[config.mk]
export PLATFORM = sky130hd
export DESIGN_NAME = bcd_score_counter
export DESIGN_NICKNAME = d
export VERILOG_FILES = /design/src/rtl/bcd_score_counter.sv
export SDC_FILE = /design/constraint.sdc
export NUM_CORES = 1
export LEC_CHECK = 0
export CORE_AREA = 8 8 68 70
export DETAILED_ROUTE_END_ITERATION = 10
export DIE_AREA = 0 0 76 78
export MAX_ROUTING_LAYER = met4
export PLACE_DENSITY = 0.69
export RECOVER_POWER = 100
export SYNTH_ARGS = -nofsm -noshare
export SYNTH_HDL_FRONTEND = slang
export SYNTH_SLANG_ARGS = --single-unit
[constraint.sdc]
create_clock -name clk_i -period 1.7 [get_ports clk_i]
set_input_delay 0.17 -clock clk_i [delete_from_list [all_inputs] [get_ports clk_i]]
set_output_delay 0.17 -clock clk_i [all_outputs]
set_load 0.01 [all_outputs]
[src/rtl/bcd_score_counter.sv]
// Two-digit BCD score (00..99) driven by three raw push-buttons.
// Each button is synchronised, debounced and edge-detected into a single event.
module bcd_score_counter #(
    parameter int DEBOUNCE_CYCLES = 16,
    parameter bit WRAP            = 1'b0
) (
    input  logic       clk_i,
    input  logic       rst_i,
    input  logic       inc_i,
    input  logic       dec_i,
    input  logic       clr_i,
    output logic [3:0] tens_o,
    output logic [3:0] ones_o,
    output logic       limit_o
);

    localparam int CW = $clog2(DEBOUNCE_CYCLES + 1);
    localparam int INC = 0;
    localparam int DEC = 1;
    localparam int CLR = 2;

    logic [2:0]    raw;
    logic [2:0]    s1_q, s2_q;
    logic [2:0]    stable_q, stable_d;
    logic [2:0]    stable_dly_q;
    logic [CW-1:0] cnt_q [3];
    logic [CW-1:0] cnt_d [3];
    logic [2:0]    evt;

    logic [3:0]    tens_q, tens_d;
    logic [3:0]    ones_q, ones_d;
    logic          limit_q, limit_d;

    assign raw = {clr_i, dec_i, inc_i};

    // The counter reaching DEBOUNCE_CYCLES is the same cycle it would wrap,
    // so the new level is accepted when the old value is DEBOUNCE_CYCLES-1.
    always_comb begin
        stable_d = stable_q;
        for (int i = 0; i < 3; i++) begin
            cnt_d[i] = '0;
            if (s2_q[i] != stable_q[i]) begin
                if (cnt_q[i] == CW'(DEBOUNCE_CYCLES - 1)) begin
                    stable_d[i] = s2_q[i];
                end else begin
                    cnt_d[i] = cnt_q[i] + CW'(1);
                end
            end
        end
    end

    assign evt = stable_q & ~stable_dly_q;

    always_comb begin
        tens_d  = tens_q;
        ones_d  = ones_q;
        limit_d = 1'b0;
        if (evt[CLR]) begin
            tens_d = 4'd0;
            ones_d = 4'd0;
        end else if (evt[INC] && evt[DEC]) begin
            tens_d = tens_q;
        end else if (evt[INC]) begin
            if (ones_q < 4'd9) begin
                ones_d = ones_q + 4'd1;
            end else if (tens_q < 4'd9) begin
                ones_d = 4'd0;
                tens_d = tens_q + 4'd1;
            end else begin
                limit_d = 1'b1;
                if (WRAP) begin
                    tens_d = 4'd0;
                    ones_d = 4'd0;
                end
            end
        end else if (evt[DEC]) begin
            if (ones_q > 4'd0) begin
                ones_d = ones_q - 4'd1;
            end else if (tens_q > 4'd0) begin
                ones_d = 4'd9;
                tens_d = tens_q - 4'd1;
            end else begin
                limit_d = 1'b1;
                if (WRAP) begin
                    tens_d = 4'd9;
                    ones_d = 4'd9;
                end
            end
        end
    end

    always_ff @(posedge clk_i or posedge rst_i) begin
        if (rst_i) begin
            s1_q         <= '0;
            s2_q         <= '0;
            stable_q     <= '0;
            stable_dly_q <= '0;
            for (int i = 0; i < 3; i++) begin
                cnt_q[i] <= '0;
            end
            tens_q       <= 4'd0;
            ones_q       <= 4'd0;
            limit_q      <= 1'b0;
        end else begin
            s1_q         <= raw;
            s2_q         <= s1_q;
            stable_q     <= stable_d;
            stable_dly_q <= stable_q;
            for (int i = 0; i < 3; i++) begin
                cnt_q[i] <= cnt_d[i];
            end
            tens_q       <= tens_d;
            ones_q       <= ones_d;
            limit_q      <= limit_d;
        end
    end

    assign tens_o  = tens_q;
    assign ones_o  = ones_q;
    assign limit_o = limit_q;

endmodule

After elaboration in Yosys (flattened, before gate mapping):

Cells that the tools add are included.

* bits in registers: 36
* latch bits: 0
* memory bits (writable): 0
* memory bits (read-only): 0
* input port bits: 5
* output and inout port bits: 9
* logic and storage cells: 75
* memories: 0

* add/subtract/negate cells: 7
* multipliers: 0
* div/mod/pow operators: 0
* $lt $le $gt $ge: 4
* eq/ne operators: 11
* shifts and indexed selects: 0
* multiplexer cells: 30
* bitwise operators: 2
* reductions and logical operators: 9

Operators with widths (number)
* $mux 4: 16
* $mux 5: 6
* $add 5x1->5 const B: 3
* $eq 5x4->1 const B: 3
* $add 4x1->4 const B: 2
* $gt 4x1->1 const B: 2
* $lt 4x4->1 const B: 2
* $mux 1: 8
* $sub 4x1->4 const B: 2
* $ne 3x3->1 const B: 2
* $reduce_and 2->1: 3
* $reduce_and 6->1: 1
* $reduce_bool 3->1: 2
* $ne 4x1->1 const B: 1
* $reduce_and 4->1: 1
* $reduce_bool 4->1: 1
* $and 3x3->3: 1
* $ne 1x1->1: 3
* $ne 3x1->1 const B: 1
* $not 3->3: 1
* $ne 2x2->1 const B: 1
* $logic_and 1x1->1: 1

Depth between registers and ports, before layout:

* word-level depth: 7
* gate-level depth with buffers: 9
* gate-level depth less buffers: 7

Worst setup path after synthesis:

Ideal clock, no wire load.

* path kind: reg2reg
* start: register ones_q[0] (netlist: ones_o[0])
* end: register tens_q[3] (netlist: tens_o[3])
* library setup time: 0.120 ns
* arrival time: 1.691 ns
* required time: 1.580 ns
* path slack: -0.110 ns
* stages on the path, launching flop included: 8
* buffers on the path: 0
* period minus slack after synthesis: 1.810 ns
* cells stage by stage: dfrtp_1 -> inv_1 -> ha_1 -> or2b_2 -> nand2_1 -> o32ai_4 -> a21oi_1 -> a31o_1

* cells in the longest elaborated chain, start to end: 3
* elaborated cells on any way between the ends: 5
* classes of those cells: order compare: 2; eq/ne: 2; reduce/logical: 1

Ends and longest elaborated chain
* start: declaration: RTL line 31 `logic [3:0] ones_q, ones_d;`
* start signal: assignment: RTL line 113 `ones_q <= ones_d;`
* $lt 4x4->1 / $gt 4x1->1 (equally long branches): RTL line 64, 77
* $ne 3x3->1 (no source line)
* $reduce_and 6->1 (no source line) *
* end signal: assignment: RTL line 112 `tens_q <= tens_d;`
* end: declaration: RTL line 30 `logic [3:0] tens_q, tens_d;`

Mark *: on every way between the ends. The rest lies on a longest branch, timed or not.
A chain may end at the register's enable or synchronous reset.

Final worst setup path:

* start: register ones_q[0] (netlist: ones_o[0])
* end: register tens_q[0] (netlist: tens_o[0])

The elaborated chain is that of the path after synthesis.

==> flow_summary_export.csv <==
group,metric,value,unit
yosys,syn_avg_cell_area,11.1,sq um
power,peakVddDrop,0.537,mV
clocking,clk_path_buf_depth,2,
sta,worst_slack,-0.0426,ns
floorplanning,core,3550,sq um
job,cap_violations,0,
cells_and_area,nets,209,
floorplanning,die_y,78,um
clocking,ctsHoldBuffers,0,
clocking,root_buffer,"clkbuf_4",
global_routing,grt_pass1_wl,5950,um
cells_and_area,stdcell_count,245,
placement,place_hpwl,2480,um
worst_setup_path,cp-end-kind,"flop",
sta,holdWs,0.359,ns
worst_setup_path,required,1.93,ns
placement,finalWeightedCongestion,0.864,
routing,final_antenna_net_count,0,
power,sequentialPowerShare,0.555,
global_routing,grt_pass1_vias,1332,
power,p_total,1620,uW
yosys,postSynthCellCount,159,
sta,slew_headroom,0.411,
routing,drc,0,
sta,min_period,1.74,ns
status,violations,"setup timing",
power,p_clk_frac,0.373,
floorplanning,start_util,0.498,
cells_and_area,diodes,0,
power,p_sw,379,uW
sta,worst_slew_pin_slew,0.884,ns
floorplanning,die-area,5930,sq um
clocking,insertion_delay,0.33,ns
cells_and_area,utilization,0.637,
global_routing,grt_max_degree,37,
clocking,htree_levels,2,
yosys,synth-edff-count,0,
cells_and_area,syn_to_final_growth,28.0,%
worst_setup_path,slowest_delay,0.40,ns
floorplanning,fp.dieW,76,um
routing,vias_per_cell,5.25,
sta,period_share,1.03,
routing,post_drt_wl_per_cell,14.8,um
worst_setup_path,crit_type,"flop to flop",
yosys,synthArstFlopShare,1.00,
yosys,synthTopCellsByArea,"dfrtp_1 51%, ha_1 5.7%, nor2_1 4.9%",
yosys,yosysTopAreaCell,"dfrtp_1",
status,status,"finished with violations",
clocking,clock_sinks,36,
clocking,cts_tree,"done",
clocking,numCtsBuffers,5,
power,power_frac_comb,0.072,
yosys,synth_nets,172,
yosys,ys_seq_area_frac,0.510,
placement,numPortBuffers,13,
yosys,mappedNetlistArea,1770,sq um
power,netSwitchingFraction,0.234,
yosys,yosys_warnings,0,
yosys,ys_dominant_reg_cell,"dfrtp_1",
sta,final-hold-violation-count,0,
sta,setup_violations,2,
sta,maxSlewViolCount,0,
routing,routed_wl,3620,um
routing,initialDrtViolationCount,93,
worst_setup_path,cp.arrival,1.97,ns
global_routing,grt.total_usage,0.125,
clocking,clkTransAtPathRegs,0.12,ns
power,internal_power,1240,uW
power,total_leakage_power,0.00109,uW
placement,placed_cells_incl_taps,230,
worst_setup_path,crit_path_top_delay_cell,"dfrtp_2",
sta,skew,0.00638,ns
sta,rsz0062_at_grt,"true",
yosys,synth-seq-cells,36,
worst_setup_path,crit_fanout,5,
power,powerDensity,717,nW/um^2
routing,route.vias.total,1287,
yosys,synth_top_cell_area_share,0.510,
routing,drtPass1Iterations,4,
floorplanning,ios,14,
floorplanning,rows,22,
cells_and_area,drive_above_1_share,0.284,
yosys,ys_types,43,
cells_and_area,stdcell_area,2260,sq um
worst_hold_path,hp-class,"flop to flop",
global_routing,antenna_found_initial,0,
global_routing,grt-ovfl-total,0,
worst_setup_path,crit_chain,"inv_4 > ha_2 > or2b_4 > nand2_4 > o32ai_4 > buf_4 > xnor2_1 > nor2_1",
worst_setup_path,startpoint_type,"flop",
sta,clock.fmax,574,MHz
placement,place_area,2060,sq um
-- cells by family after synthesis --
kind of cell,count (synthesis),synth area share
buf+inv,13,0.0418
compound gates,31,0.133
simple gates,53,0.163
mux,6,0.0361
fa+ha+maj,8,0.0567
xor+xnor,12,0.0595
flops,36,0.510
-- sequential cells by signal (all words and copies together), names as in the netlist --
register / flops
s1_q: 3
ones_o: 4
stable_dly_q: 3
s2_q: 3
cnt_q: 15
limit_o: 1
tens_o: 4
stable_q: 3
-- metal layers --
layer / vias to the layer above / track usage / routed length, um
li1: 625 / - / -
met1: 636 / 0.128 / 1580
met2: 22 / 0.219 / 1880
met3: 4 / 0.0438 / 130
met4: 0 / 0.0373 / 29
met5: - / - / 0
-- worst paths after layout --
check,from,endpoint,slack [ns],cells after the start
setup / recovery,ones_o[0],tens_o[0],-0.04,8
hold / removal,s1_q[2],s2_q[2],0.36,0
setup reg to reg,ones_o[0],tens_o[0],-0.04,8
hold reg to reg,s1_q[2],s2_q[2],0.36,0
max in group asynchronous,rst_i,ones_o[0],0.57,3
min in group asynchronous,rst_i,ones_o[3],0.53,3
-- power groups by stage --
stage	clock, uW	sequential, uW	combinational [uW]
2_1_floorplan	0	915	69.4
3_3_place_gp	0	915	104
3_5_place_dp	0	918	111
4_1_cts	624	901	114
5_1_grt	661	904	133
6_report	605	900	117
-- through the flow --
step	setup TNS (ns)	setup slack, ns
after floorplan	-0.00438	-0.00438
after global placement	0	0.0372
after detailed placement	-0.104	-0.0461
after CTS	-0.000835	-0.000835
after global routing	-0.262	-0.0968
final	-0.0445	-0.0426
-- area by class of cell --
cell class / instances / area [sq um]
Inverter: 8 / 37.5
Multi-Input combinational cell: 110 / 881
Fill cell: 276 / 1290
Clock inverter: 3 / 42.5
Tap cell: 48 / 60.1
Clock buffer: 5 / 37.5
Sequential cell: 36 / 903
Timing Repair Buffer: 35 / 300
-- worst max-delay path, delay by kind of cell (launching register included) --
| family | cells | cell delay [ns] |
|---|---|---|
| compound gates | 1 | 0.33 |
| xor+xnor | 1 | 0.14 |
| fa+ha+maj | 1 | 0.18 |
| buf+inv | 2 | 0.23 |
| flops | 1 | 0.40 |
| simple gates | 3 | 0.34 |
-- placed cells by master, fill, tap and decap left out, drive strengths merged, types with 3 or more instances in the layout --
cell / netlist / layout
and2: 3 / 3
o21ai: 6 / 6
a31oi: 3 / 3
and3: 3 / 3
inv: 8 / 8
dlygate4sd3: 0 / 7
nor2b: 3 / 3
a21oi: 5 / 5
dfrtp: 36 / 36
nand2: 3 / 3
ha: 8 / 8
nand3: 8 / 8
clkdlybuf4s50: 0 / 4
a211oi: 5 / 5
xor2: 9 / 9
clkbuf: 0 / 7
xnor2: 3 / 3
mux2i: 3 / 3
mux2: 3 / 3
nor2: 23 / 23
buf: 4 / 20
-- Yosys cell counts (2+ instances only) --
library cell,count
nand3_1,8
a31oi_1,3
and3_1,3
buf_6,2
nor2_1,23
o211ai_1,2
and2_1,3
ha_1,8
xor2_1,9
dfrtp_1,36
xnor2_1,3
a21oi_1,5
mux2_2,3
a211oi_1,5
o21ai_0,6
inv_1,7
nor2b_1,3
nand2_1,3
mux2i_1,3
-- what timing repair did --
item,CTS,global route
resized for setup,2,18
hold endpoints to repair,0,0
pin swaps,3,9
setup buffers,1,6
endpoints found under the setup margin,7,9
Power figures use the tool's default switching activity.
